**src/rtl/hazard_stall_unit.sv**
```systemverilog
// hazard_stall_unit: load-use/branch stall, memory-wait freeze and wait-timeout FSM
// Define HAZARD_STATS_EN to build the StallCount/FreezeCount statistics counters.
module hazard_stall_unit #(
    parameter int MAX_WAIT = 16,
    parameter int CNT_W = 16
) (
    input  logic             clk,
    input  logic             rst,
    input  logic [4:0]       IF_Id_Rs,
    input  logic [4:0]       IF_Id_Rt,
    input  logic             IF_Id_UsesRt,
    input  logic             IF_Id_Branch,
    input  logic             ID_Ex_MemRead,
    input  logic             ID_Ex_Regwrite,
    input  logic [4:0]       ID_Ex_WriteReg,
    input  logic             EX_MemMemRead,
    input  logic [4:0]       EX_MemWriteReg,
    input  logic             MemReq,
    input  logic             MemReady,
    output logic             PCWrite,
    output logic             IF_IdWrite,
    output logic             ID_ExBubble,
    output logic             Freeze,
    output logic             MemTimeout,
    output logic [CNT_W-1:0] StallCount,
    output logic [CNT_W-1:0] FreezeCount
);
    localparam int WW = $clog2(MAX_WAIT + 1);
    localparam logic [WW-1:0] MAX_CNT = WW'(MAX_WAIT);
    typedef enum logic {RUN, WAIT} state_t;
    state_t state;
    logic [WW-1:0] waitCnt;
    logic exMatch, memMatch, loadUse, branchHaz, frz, stall;
    assign exMatch = (ID_Ex_WriteReg != 5'd0) &&
                     (ID_Ex_WriteReg == IF_Id_Rs || (IF_Id_UsesRt && ID_Ex_WriteReg == IF_Id_Rt));
    assign memMatch = (EX_MemWriteReg != 5'd0) &&
                      (EX_MemWriteReg == IF_Id_Rs || (IF_Id_UsesRt && EX_MemWriteReg == IF_Id_Rt));
    assign loadUse = ID_Ex_MemRead && exMatch;
    assign branchHaz = IF_Id_Branch && ((ID_Ex_Regwrite && exMatch) || (EX_MemMemRead && memMatch));
    assign frz = MemReq && !MemReady;
    assign stall = loadUse || branchHaz;
    // Reset forces a bubble so ID/EX is flushed while the pipeline keeps fetching.
    assign PCWrite = rst || (!frz && !stall);
    assign IF_IdWrite = PCWrite;
    assign ID_ExBubble = rst || (!frz && stall);
    assign Freeze = !rst && frz;
    always_ff @(posedge clk) begin
        if (rst) begin
            state <= RUN;
            waitCnt <= '0;
            MemTimeout <= 1'b0;
        end else if (state == RUN) begin
            if (frz) begin
                state <= WAIT;
                waitCnt <= '0;
            end
        end else begin
            if (!frz) state <= RUN;
            if (waitCnt != MAX_CNT) waitCnt <= waitCnt + WW'(1);
            if (waitCnt == MAX_CNT - WW'(1)) MemTimeout <= 1'b1;
        end
    end
`ifdef HAZARD_STATS_EN
    always_ff @(posedge clk) begin
        if (rst) begin
            StallCount <= '0;
            FreezeCount <= '0;
        end else begin
            if (ID_ExBubble && StallCount != '1) StallCount <= StallCount + CNT_W'(1);
            if (Freeze && FreezeCount != '1) FreezeCount <= FreezeCount + CNT_W'(1);
        end
    end
`else
    assign StallCount = '0;
    assign FreezeCount = '0;
`endif
endmodule

```
**config.mk**
```make
export PLATFORM = sky130hd
export DESIGN_NAME = hazard_stall_unit
export DESIGN_NICKNAME = d
export VERILOG_FILES = /design/src/rtl/hazard_stall_unit.sv
export SDC_FILE = /design/constraint.sdc
export NUM_CORES = 1
export LEC_CHECK = 0
export ABC_AREA = 1
export BUFFER_PORTS_ARGS = -buffer_cell sky130_fd_sc_hd__buf_2
export CORE_ASPECT_RATIO = 1.25
export CORE_MARGIN = 4
export CORE_UTILIZATION = 46
export DETAILED_ROUTE_END_ITERATION = 8
export GPL_TIMING_DRIVEN = 0
export HOLD_SLACK_MARGIN = 0.03
export PLACE_DENSITY = 0.85
export SYNTH_ARGS = -nofsm -noshare
export SYNTH_HDL_FRONTEND = slang
export SYNTH_SLANG_ARGS = --single-unit
```
**constraint.sdc**
```tcl
create_clock -name clk -period 2.9 [get_ports clk]
set_clock_uncertainty 0.05 [all_clocks]
set_input_delay 0.145 -clock clk [delete_from_list [all_inputs] [get_ports clk]]
set_output_delay 0.145 -clock clk [all_outputs]
set_load 0.005 [all_outputs]
```
==> impl_metrics.json, run 1 <==
{
  "outcome": "finished, final reports clean",
  "final_nets": 291,
  "cts_setup_buffers": 0,
  "peakVddDrop_v": 0.0001511,
  "yosys-top-cells-area": "buf_4 (23%), nand2_1 (23%), dfxtp_1 (13%)",
  "yosysMostFrequentCell": "nand2_1",
  "rr_worst_depth": 7,
  "slowest_delay_ns": 0.14,
  "fp-row-count": 19,
  "fmax_ghz": 0.7289,
  "yosys.area_share.simple_pct": 39.10,
  "crit_required_ns": 2.71,
  "routedWlPerCell_um": 8.253,
  "grt_pass1_wl_mm": 3.532,
  "start_util_pct": 48.05,
  "cellPowerDensity_nw_per_um2": 234.0,
  "grt_max_degree": 8,
  "r2r_start": "waitCnt[0]$_SDFFE_PP0P_",
  "syn_area_sq_um": 1062,
  "ys_warn_count": 0,
  "drive_above_1_share_pct": 31.01,
  "clock_sink_count": 7,
  "dp_hpwl_mm": 2.111,
  "ctsHtreeMaxLevel": 1,
  "synth_cell_types": 21,
  "fin_ws_ns": 1.528,
  "hold_violations": 0,
  "final_antenna_net_count": 0,
  "cpMostUsedCell": "nand2_1",
  "period_share_pct": 47.31,
  "cp_cell_sequence": "buf_2, inv_2, nand2_1, nand2_1, nor2_1, nand3_1, nand2_1, nand2_1, nand3_1, nand2_1, buf_4, buf_2",
  "grt_use_total_pct": 14.56,
  "pre_cts_ws_ns": 1.526,
  "synth_xor_area_share_pct": 1.649,
  "maxSlewViolCount": 0,
  "synth_common_cells": "nand2_1 (65), buf_4 (33), inv_1 (27)",
  "cts_buffers": 3,
  "setup_violations": 0,
  "synth_edf_count": 0,
  "ys_seq_area_share_pct": 13.19,
  "overflow": 0,
  "firstDrtPassIters": 4,
  "drv_cap": 0,
  "drt_iter0_drc": 16,
  "crit_family": "simple AND/OR/NAND/NOR gates",
  "cts_root_buf": "clkbuf_4",
  "crit_fanout": 4,
  "drc": 0,
  "synth_mux_area_share_pct": 0,
  "p_leak_uw": 0.0009271,
  "cp_num_cells": 12,
  "finalSetupTns_ns": 0,
  "rsz0062_at_grt": "no",
  "vias": 1166,
  "die_y_um": 61.73,
  "ys_ff_latch": 7,
  "whs_endpoint": "waitCnt[4]$_SDFFE_PP0P_",
  "r2r_end": "waitCnt[4]$_SDFFE_PP0P_",
  "crit_path_start_kind": "input pin",
  "cp-end-kind": "output port",
  "gp_congestion": 0.8395,
  "critPathSlowestCell": "nor2_1",
  "areaGrowthSynthToFinish_pct": 32.63,
  "arrival_ns": 1.18,
  "antenna_found_initial": 0,
  "cts_tree": "built",
  "synth_top_family_by_area": "simple AND/OR/NAND/NOR gates",
  "total_power_uw": 329.7,
  "min_path_type": "input pin to flip-flop",
  "post-route-min-period_ns": 1.372,
  "hold_depth": 2,
  "coreArea_sq_um": 2211,
  "io_buffers": 33,
  "first_global_vias": 953,
  "timing.reg2reg.setup_slack_ns": 1.53,
  "cts.clk_slew.worst_paths_ns": 0.06,
  "synth_compound_area_share_pct": 7.185,
  "die_area_sq_um": 3147,
  "viasPerCell": 4.035,
  "synth_area_per_cell_sq_um": 5.591,
  "syn_inst": 190,
  "clock_latency_ns": 0.26,
  "routed_wirelength_mm": 2.385,
  "worstSetupPathType": "input pin to output port",
  "synth_area_leader_cell": "buf_4",
  "hold_path.startpoint": "rst",
  "async_reset_ff_share_pct": 0,
  "synth_ff_type": "dfxtp_1",
  "die_w_um": 50.98,
  "cts_resized": 0,
  "cts.path.max_buffers": 2,
  "diodes": 0,
  "postCtsHoldBufs": 0,
  "ios": 66,
  "yosysTopAreaCellShare_pct": 23.32,
  "path_buf_inv": 4,
  "synthAdderAreaFrac_pct": 3.534
}
==> per-stage QoR <==
stage / instances / utilization (%) / instance area [sq um] / hold WS, ns
final: 289 / 63.72 / 1409 / 0.08853
after global routing: 289 / 63.72 / 1409 / 0.1073
after CTS: 289 / 63.72 / 1409 / 0.08640
after detailed placement: 285 / 62.54 / 1383 / 0.3670
after global placement: 285 / 62.54 / 1383 / 0.3641
after floorplan: 221 / - / 1179 / 0.1619
==> kinds of logic after synthesis <==
group / Yosys count
AOI/OAI and AO/OA: 11
xor gates and xnor gates: 2
adders and majority gates: 3
buffers and inverters: 66
DFF: 7
other: 1
and+or+nand+nor: 100
==> placed cells by master (no fill, tap or decap), types with 2 or more instances in the layout <==
cell type / count
nor2_1: 17
nand3_1: 12
conb_1: 32
nand4_1: 2
ha_1: 3
buf_2: 33
a21oi_1: 5
inv_1: 27
clkbuf_4: 3
inv_2: 6
dfxtp_1: 7
nand2_1: 65
buf_4: 33
xnor2_1: 2
o21ai_0: 2
==> registers in the layout, indices dropped and copies added, names as in the netlist <==
| signal | flops |
|---|---|
| state | 1 |
| waitCnt | 5 |
| MemTimeout | 1 |
==> routing by layer <==
metal / track usage [%] / up-vias / routed length, um / part of all wire [%]
met1: 13.64 / 474 / 864 / 36
met3: 1.909 / 8 / 136 / 5.7
met4: 10.38 / 0 / 79 / 3.3
li1: - / 642 / - / -
met5: 0 / - / 0 / 0
met2: 29.10 / 42 / 1305 / 55
==> final cells by class <==
cell class                 instances  area, sq um
fill                             222        802.0
sequential                         7        140.1
tap                               31        38.79
buffer                            33        247.7
timing repair buffer              33        165.2
inverter                          33        123.9
multi-input combinational        148        666.9
clock buffer                       4        26.28
==> worst max-delay path by stage <==
| stage | start | end | slack [ns] |
|---|---|---|---|
| after detailed placement | waitCnt[0]$_SDFFE_PP0P_ | waitCnt[4]$_SDFFE_PP0P_ | 1.53 |
| after CTS | waitCnt[0]$_SDFFE_PP0P_ | waitCnt[4]$_SDFFE_PP0P_ | 1.52 |
| after global placement | EX_MemWriteReg[2] | PCWrite | 1.54 |
| after floorplan | waitCnt[0]$_SDFFE_PP0P_ | waitCnt[4]$_SDFFE_PP0P_ | 1.62 |
| after global routing | IF_Id_Rs[2] | PCWrite | 1.37 |
| final | EX_MemWriteReg[2] | PCWrite | 1.53 |
==> where the power goes <==
part | switching (uW) | internal (uW)
combinational | 67.8 | 66.9
clock | 42.4 | 52.9
sequential | 1.96 | 97.7
Note: power is estimated with default switching activity, not from simulation.
==> inputs of run 2 (changes only) <==
--- a/config.mk
+++ b/config.mk
@@ -9,11 +9,11 @@
 export BUFFER_PORTS_ARGS = -buffer_cell sky130_fd_sc_hd__buf_2
 export CORE_ASPECT_RATIO = 1.25
 export CORE_MARGIN = 4
-export CORE_UTILIZATION = 46
+export CORE_UTILIZATION = 43
 export DETAILED_ROUTE_END_ITERATION = 8
 export GPL_TIMING_DRIVEN = 0
 export HOLD_SLACK_MARGIN = 0.03
-export PLACE_DENSITY = 0.85
+export PLACE_DENSITY = 0.8
 export SYNTH_ARGS = -nofsm -noshare
 export SYNTH_HDL_FRONTEND = slang
 export SYNTH_SLANG_ARGS = --single-unit
==> constraint.sdc (replaced) <==
create_clock -name clk -period 1.29 [get_ports clk]
set_clock_uncertainty 0.05 [all_clocks]
set_input_delay 0.0645 -clock clk [delete_from_list [all_inputs] [get_ports clk]]
set_output_delay 0.0645 -clock clk [all_outputs]
set_load 0.005 [all_outputs]
==> impl_metrics.json, run 2 (synthesized netlist as in run 1, its figures left out) <==
{
  "outcome": "finished, final reports clean",
  "total_power_uw": 741.3,
  "ctsHtreeMaxLevel": 1,
  "period_share_pct": 98.39,
  "maxSlewViolCount": 0,
  "routed_wirelength_mm": 2.472,
  "cts_tree": "built",
  "crit_family": "adder cells",
  "drc": 0,
  "cpMostUsedCell": "nor2_2",
  "path_buf_inv": 1,
  "dp_hpwl_mm": 2.057,
  "firstDrtPassIters": 4,
  "clock_latency_ns": 0.25,
  "drive_above_1_share_pct": 38.93,
  "cp-end-kind": "flip-flop",
  "antenna_found_initial": 0,
  "io_buffers": 33,
  "final_antenna_net_count": 0,
  "peakVddDrop_v": 0.0005310,
  "hold_violations": 0,
  "post-route-min-period_ns": 1.269,
  "setup_violations": 0,
  "largest_reg_flops": 5,
  "start_util_pct": 46.55,
  "crit_path_start_kind": "flip-flop",
  "vias": 1173,
  "areaGrowthSynthToFinish_pct": 42.17,
  "drt_iter0_drc": 14,
  "r2r_start": "waitCnt[0]$_SDFFE_PP0P_",
  "diodes": 0,
  "cts.path.max_buffers": 2,
  "min_path_type": "input pin to flip-flop",
  "critPathSlowestCell": "dfxtp_4",
  "layout_commonest_cell": "nand2_1",
  "die_w_um": 52.46,
  "viasPerCell": 4.003,
  "p_leak_uw": 0.0009567,
  "rsz0062_at_grt": "yes",
  "cts.clk_slew.worst_paths_ns": 0.05,
  "clock_sink_count": 7,
  "timing.reg2reg.setup_slack_ns": 0.02,
  "grt_pass1_wl_mm": 3.781,
  "rr_worst_depth": 7,
  "cp_cell_sequence": "ha_4, nand2_2, nor2_2, ha_1, o22ai_2, inv_1, nor2_2",
  "overflow": 0,
  "crit_fanout": 3,
  "routedWlPerCell_um": 8.437,
  "cts_root_buf": "clkbuf_4",
  "fp-row-count": 19,
  "worstSetupPathType": "flip-flop to flip-flop",
  "fin_ws_ns": 0.02075,
  "grt_max_degree": 8,
  "drv_cap": 0,
  "crit_end": "waitCnt[4]$_SDFFE_PP0P_",
  "cp_num_cells": 7,
  "arrival_ns": 1.42,
  "pre_cts_ws_ns": -0.09321,
  "cts_buffers": 3,
  "final_nets": 295,
  "die_y_um": 63.57,
  "slowest_delay_ns": 0.36,
  "fmax_ghz": 0.7879,
  "cellPowerDensity_nw_per_um2": 490.9,
  "setup.worst_path.start": "waitCnt[0]$_SDFFE_PP0P_",
  "top_regs": "waitCnt: 5 flops, MemTimeout: 1 flops, state: 1 flops",
  "grt_use_total_pct": 14.27,
  "r2r_end": "waitCnt[4]$_SDFFE_PP0P_",
  "coreArea_sq_um": 2282,
  "top_register": "waitCnt",
  "final_cell_mix": "nand2_1 (61), buf_4 (37), buf_2 (33)",
  "gp_congestion": 0.8238,
  "ios": 66,
  "crit_required_ns": 1.44,
  "die_area_sq_um": 3335,
  "first_global_vias": 1011
}
## run 2: power by group
group | internal [uW] | switching (uW)
logic | 158 | 161
registers | 217 | 5.96
clock network | 118 | 80.6
total | 493 | 248
## run 2: timing repair
| item | CTS | global route |
|---|---|---|
| pin swaps | 6 | 11 |
| resized for setup | 10 | 14 |
| setup buffers | 2 | 2 |
| endpoints found under the setup margin | 4 | 7 |
| hold endpoints to repair | 4 | 4 |
## run 2: worst min path at each step
stage,start,depth (start not counted),slack [ns],end
after floorplan,rst,1,0.08,waitCnt[4]$_SDFFE_PP0P_
after CTS,rst,2,0.01,waitCnt[4]$_SDFFE_PP0P_
final,rst,2,0.01,waitCnt[4]$_SDFFE_PP0P_
after global routing,rst,2,0.01,waitCnt[4]$_SDFFE_PP0P_
after global placement,rst,2,0.28,waitCnt[4]$_SDFFE_PP0P_
after detailed placement,rst,2,0.28,waitCnt[4]$_SDFFE_PP0P_
## run 2: per-stage QoR
| step | std cells | util [%] | setup TNS (ns) | hold WS [ns] | area, sq um |
|---|---|---|---|---|---|
| 5_1_grt | 293 | 66.17 | -0.07803 | 0.009740 | 1510 |
| 4_1_cts | 291 | 63.71 | -0.002796 | 0.01349 | 1454 |
| 3_3_place_gp | 285 | 60.58 | -0.1265 | 0.2760 | 1383 |
| 2_1_floorplan | 221 | - | 0 | 0.08137 | 1179 |
| 6_report | 293 | 66.17 | 0 | 0.01339 | 1510 |
| 3_5_place_dp | 285 | 60.58 | -0.1437 | 0.2781 | 1383 |
## run 2: layout make-up
| class | count | area (sq um) |
|---|---|---|
| plain buffers | 33 | 247.7 |
| clock buffers | 4 | 26.28 |
| fillers | 254 | 772.0 |
| inverters | 33 | 128.9 |
| multi-input cells | 148 | 725.7 |
| flip-flops and latches | 7 | 147.6 |
| well taps | 31 | 38.79 |
| repair buffers | 37 | 195.2 |
## run 2: metal layers
layer	up-vias	wire (um)	track usage, %	part of all wire [%]
li1	654	-	-	-
met2	42	1374	26.86	56
met5	-	0	0	0
met1	475	892	14.10	36
met4	0	21	5.112	0.85
met3	2	183	4.009	7.4
==> inputs of run 3 (changes only) <==
--- a/config.mk
+++ b/config.mk
@@ -6,7 +6,7 @@
 export NUM_CORES = 1
 export LEC_CHECK = 0
 export ABC_AREA = 1
-export BUFFER_PORTS_ARGS = -buffer_cell sky130_fd_sc_hd__buf_2
+export BUFFER_PORTS_ARGS = -buffer_cell sky130_fd_sc_hd__buf_4
 export CORE_ASPECT_RATIO = 1.25
 export CORE_MARGIN = 4
 export CORE_UTILIZATION = 43
==> impl_metrics.json, run 3 (synthesized netlist as in run 1, its figures left out) <==
{
  "crit_end": "waitCnt[0]$_SDFFE_PP0P_",
  "viasPerCell": 4.014,
  "grtUsageMet1_pct": 13.26,
  "outcome": "finished, final reports clean",
  "drv_cap": 0,
  "maxSlewViolCount": 0,
  "cts.clk_slew.worst_paths_ns": 0.04,
  "overflow": 0,
  "areaGrowthSynthToFinish_pct": 47.94,
  "largest_reg_flops": 5,
  "worstSetupPathType": "flip-flop to flip-flop",
  "cts_buffers": 3,
  "finalSetupTns_ns": 0,
  "start_util_pct": 46.55,
  "die_w_um": 52.46,
  "io_buffers": 33,
  "diodes": 0,
  "hold_violations": 0,
  "drc": 0,
  "period_share_pct": 98.10,
  "p_leak_uw": 0.0009726,
  "timing.reg2reg.setup_slack_ns": 0.02,
  "gr-usage-met2_pct": 27.33,
  "firstDrtPassIters": 4,
  "top_register": "waitCnt",
  "use_met3_pct": 4.953,
  "r2r_end": "waitCnt[0]$_SDFFE_PP0P_",
  "antenna_found_initial": 0,
  "cts.path.max_buffers": 2,
  "instances_no_fill": 292,
  "ios": 66,
  "grt_max_degree": 7,
  "final_cell_mix": "buf_4 (68), nand2_1 (64), conb_1 (32)",
  "grt_pass1_wl_mm": 3.795,
  "first_global_vias": 1037,
  "clock_sink_count": 7,
  "ctsHtreeMaxLevel": 1,
  "fmax_ghz": 0.7902,
  "die_area_sq_um": 3335,
  "rsz0062_at_grt": "yes",
  "dp_cells": 285,
  "vias": 1172,
  "drt_iter0_drc": 14,
  "rr_worst_depth": 7,
  "final_nets": 294,
  "dp_hpwl_mm": 2.093,
  "clock_latency_ns": 0.25,
  "crit_fanout": 6,
  "setup.worst_path.start": "waitCnt[0]$_SDFFE_PP0P_",
  "layout_commonest_cell": "buf_4",
  "die_y_um": 63.57,
  "grt_use_total_pct": 14.41,
  "min_path_type": "input pin to flip-flop",
  "peakVddDrop_v": 0.0005245,
  "drive_above_1_share_pct": 36.40,
  "crit_path_start_kind": "flip-flop",
  "holdWs_ns": 0.08852,
  "final_antenna_net_count": 0,
  "coreArea_sq_um": 2282,
  "routedWlPerCell_um": 8.558,
  "arrival_ns": 1.34,
  "cp-end-kind": "flip-flop",
  "post-route-min-period_ns": 1.265,
  "cts_tree": "built",
  "crit_required_ns": 1.37,
  "setup_violations": 0,
  "routed_wirelength_mm": 2.499,
  "gp_congestion": 0.8697,
  "r2r_start": "waitCnt[0]$_SDFFE_PP0P_",
  "grt_busiest_layer": "met2",
  "cts_root_buf": "clkbuf_4",
  "fp-row-count": 19,
  "top_regs": "waitCnt: 5 flops, MemTimeout: 1 flops, state: 1 flops",
  "cellPowerDensity_nw_per_um2": 486.2
}
==> run 3: worst max-delay path, stage by stage (launching register included) <==
cell and delay (ns):
dfxtp_4 0.35, inv_2 0.07, ha_4 0.13, nand3_4 0.08, o21ai_4 0.21, inv_2 0.08, o21ai_2 0.11, a21oi_1 0.05
==> run 3: final cells by class <==
type / instances / area [sq um]
Sequential cell: 7 / 147.6
Inverter: 33 / 126.4
Timing Repair Buffer: 36 / 272.8
Buffer: 33 / 247.7
Tap cell: 31 / 38.79
Clock buffer: 4 / 26.28
Fill cell: 220 / 710.7
Multi-Input combinational cell: 148 / 711.9
==> run 3: metal layers <==
layer	share of wire (%)	wire (um)
met5	0	0
met4	1.6	39
met3	7.7	193
met2	54	1358
met1	36	907
==> run 3: power breakdown <==
part	leakage [uW]	internal (uW)	switching, uW
logic	0.000899	187	160
registers	0.0000582	217	5.22
clock network	0.0000150	118	76.9
==> run 3: repair_timing <==
action | 4_1_cts | 5_1_grt
gates resized for setup | 13 | 5
hold buffers | 1 | 0
pin swaps | 6 | 3
endpoints found under the setup margin | 4 | 6
setup buffers | 2 | 0
endpoints found under the hold margin | 5 | 0
==> run 3: how the worst min path moves through the flow <==
| stage | from | end | slack [ns] | depth (start not counted) |
|---|---|---|---|---|
| floorplan | rst | waitCnt[4]$_SDFFE_PP0P_ | 0.08 | 1 |
| global placement | rst | waitCnt[4]$_SDFFE_PP0P_ | 0.23 | 2 |
| detailed placement | rst | waitCnt[4]$_SDFFE_PP0P_ | 0.23 | 2 |
| CTS | rst | waitCnt[0]$_SDFFE_PP0P_ | 0.08 | 4 |
| global route | MemReq | state$_SDFF_PP0_ | 0.1 | 3 |
| finish | MemReq | state$_SDFF_PP0_ | 0.09 | 3 |
==> run 3: metrics by stage <==
step	utilization, %	worst slack (ns)	power (uW)	instance area [sq um]
floorplan	-	0.01040	435.8	1179
global placement	64.20	-0.08717	552.1	1465
detailed placement	64.20	-0.1157	554.2	1465
CTS	68.09	0.01103	759.5	1554
global route	68.86	-0.04654	837.1	1572
finish	68.86	0.02456	764.1	1572
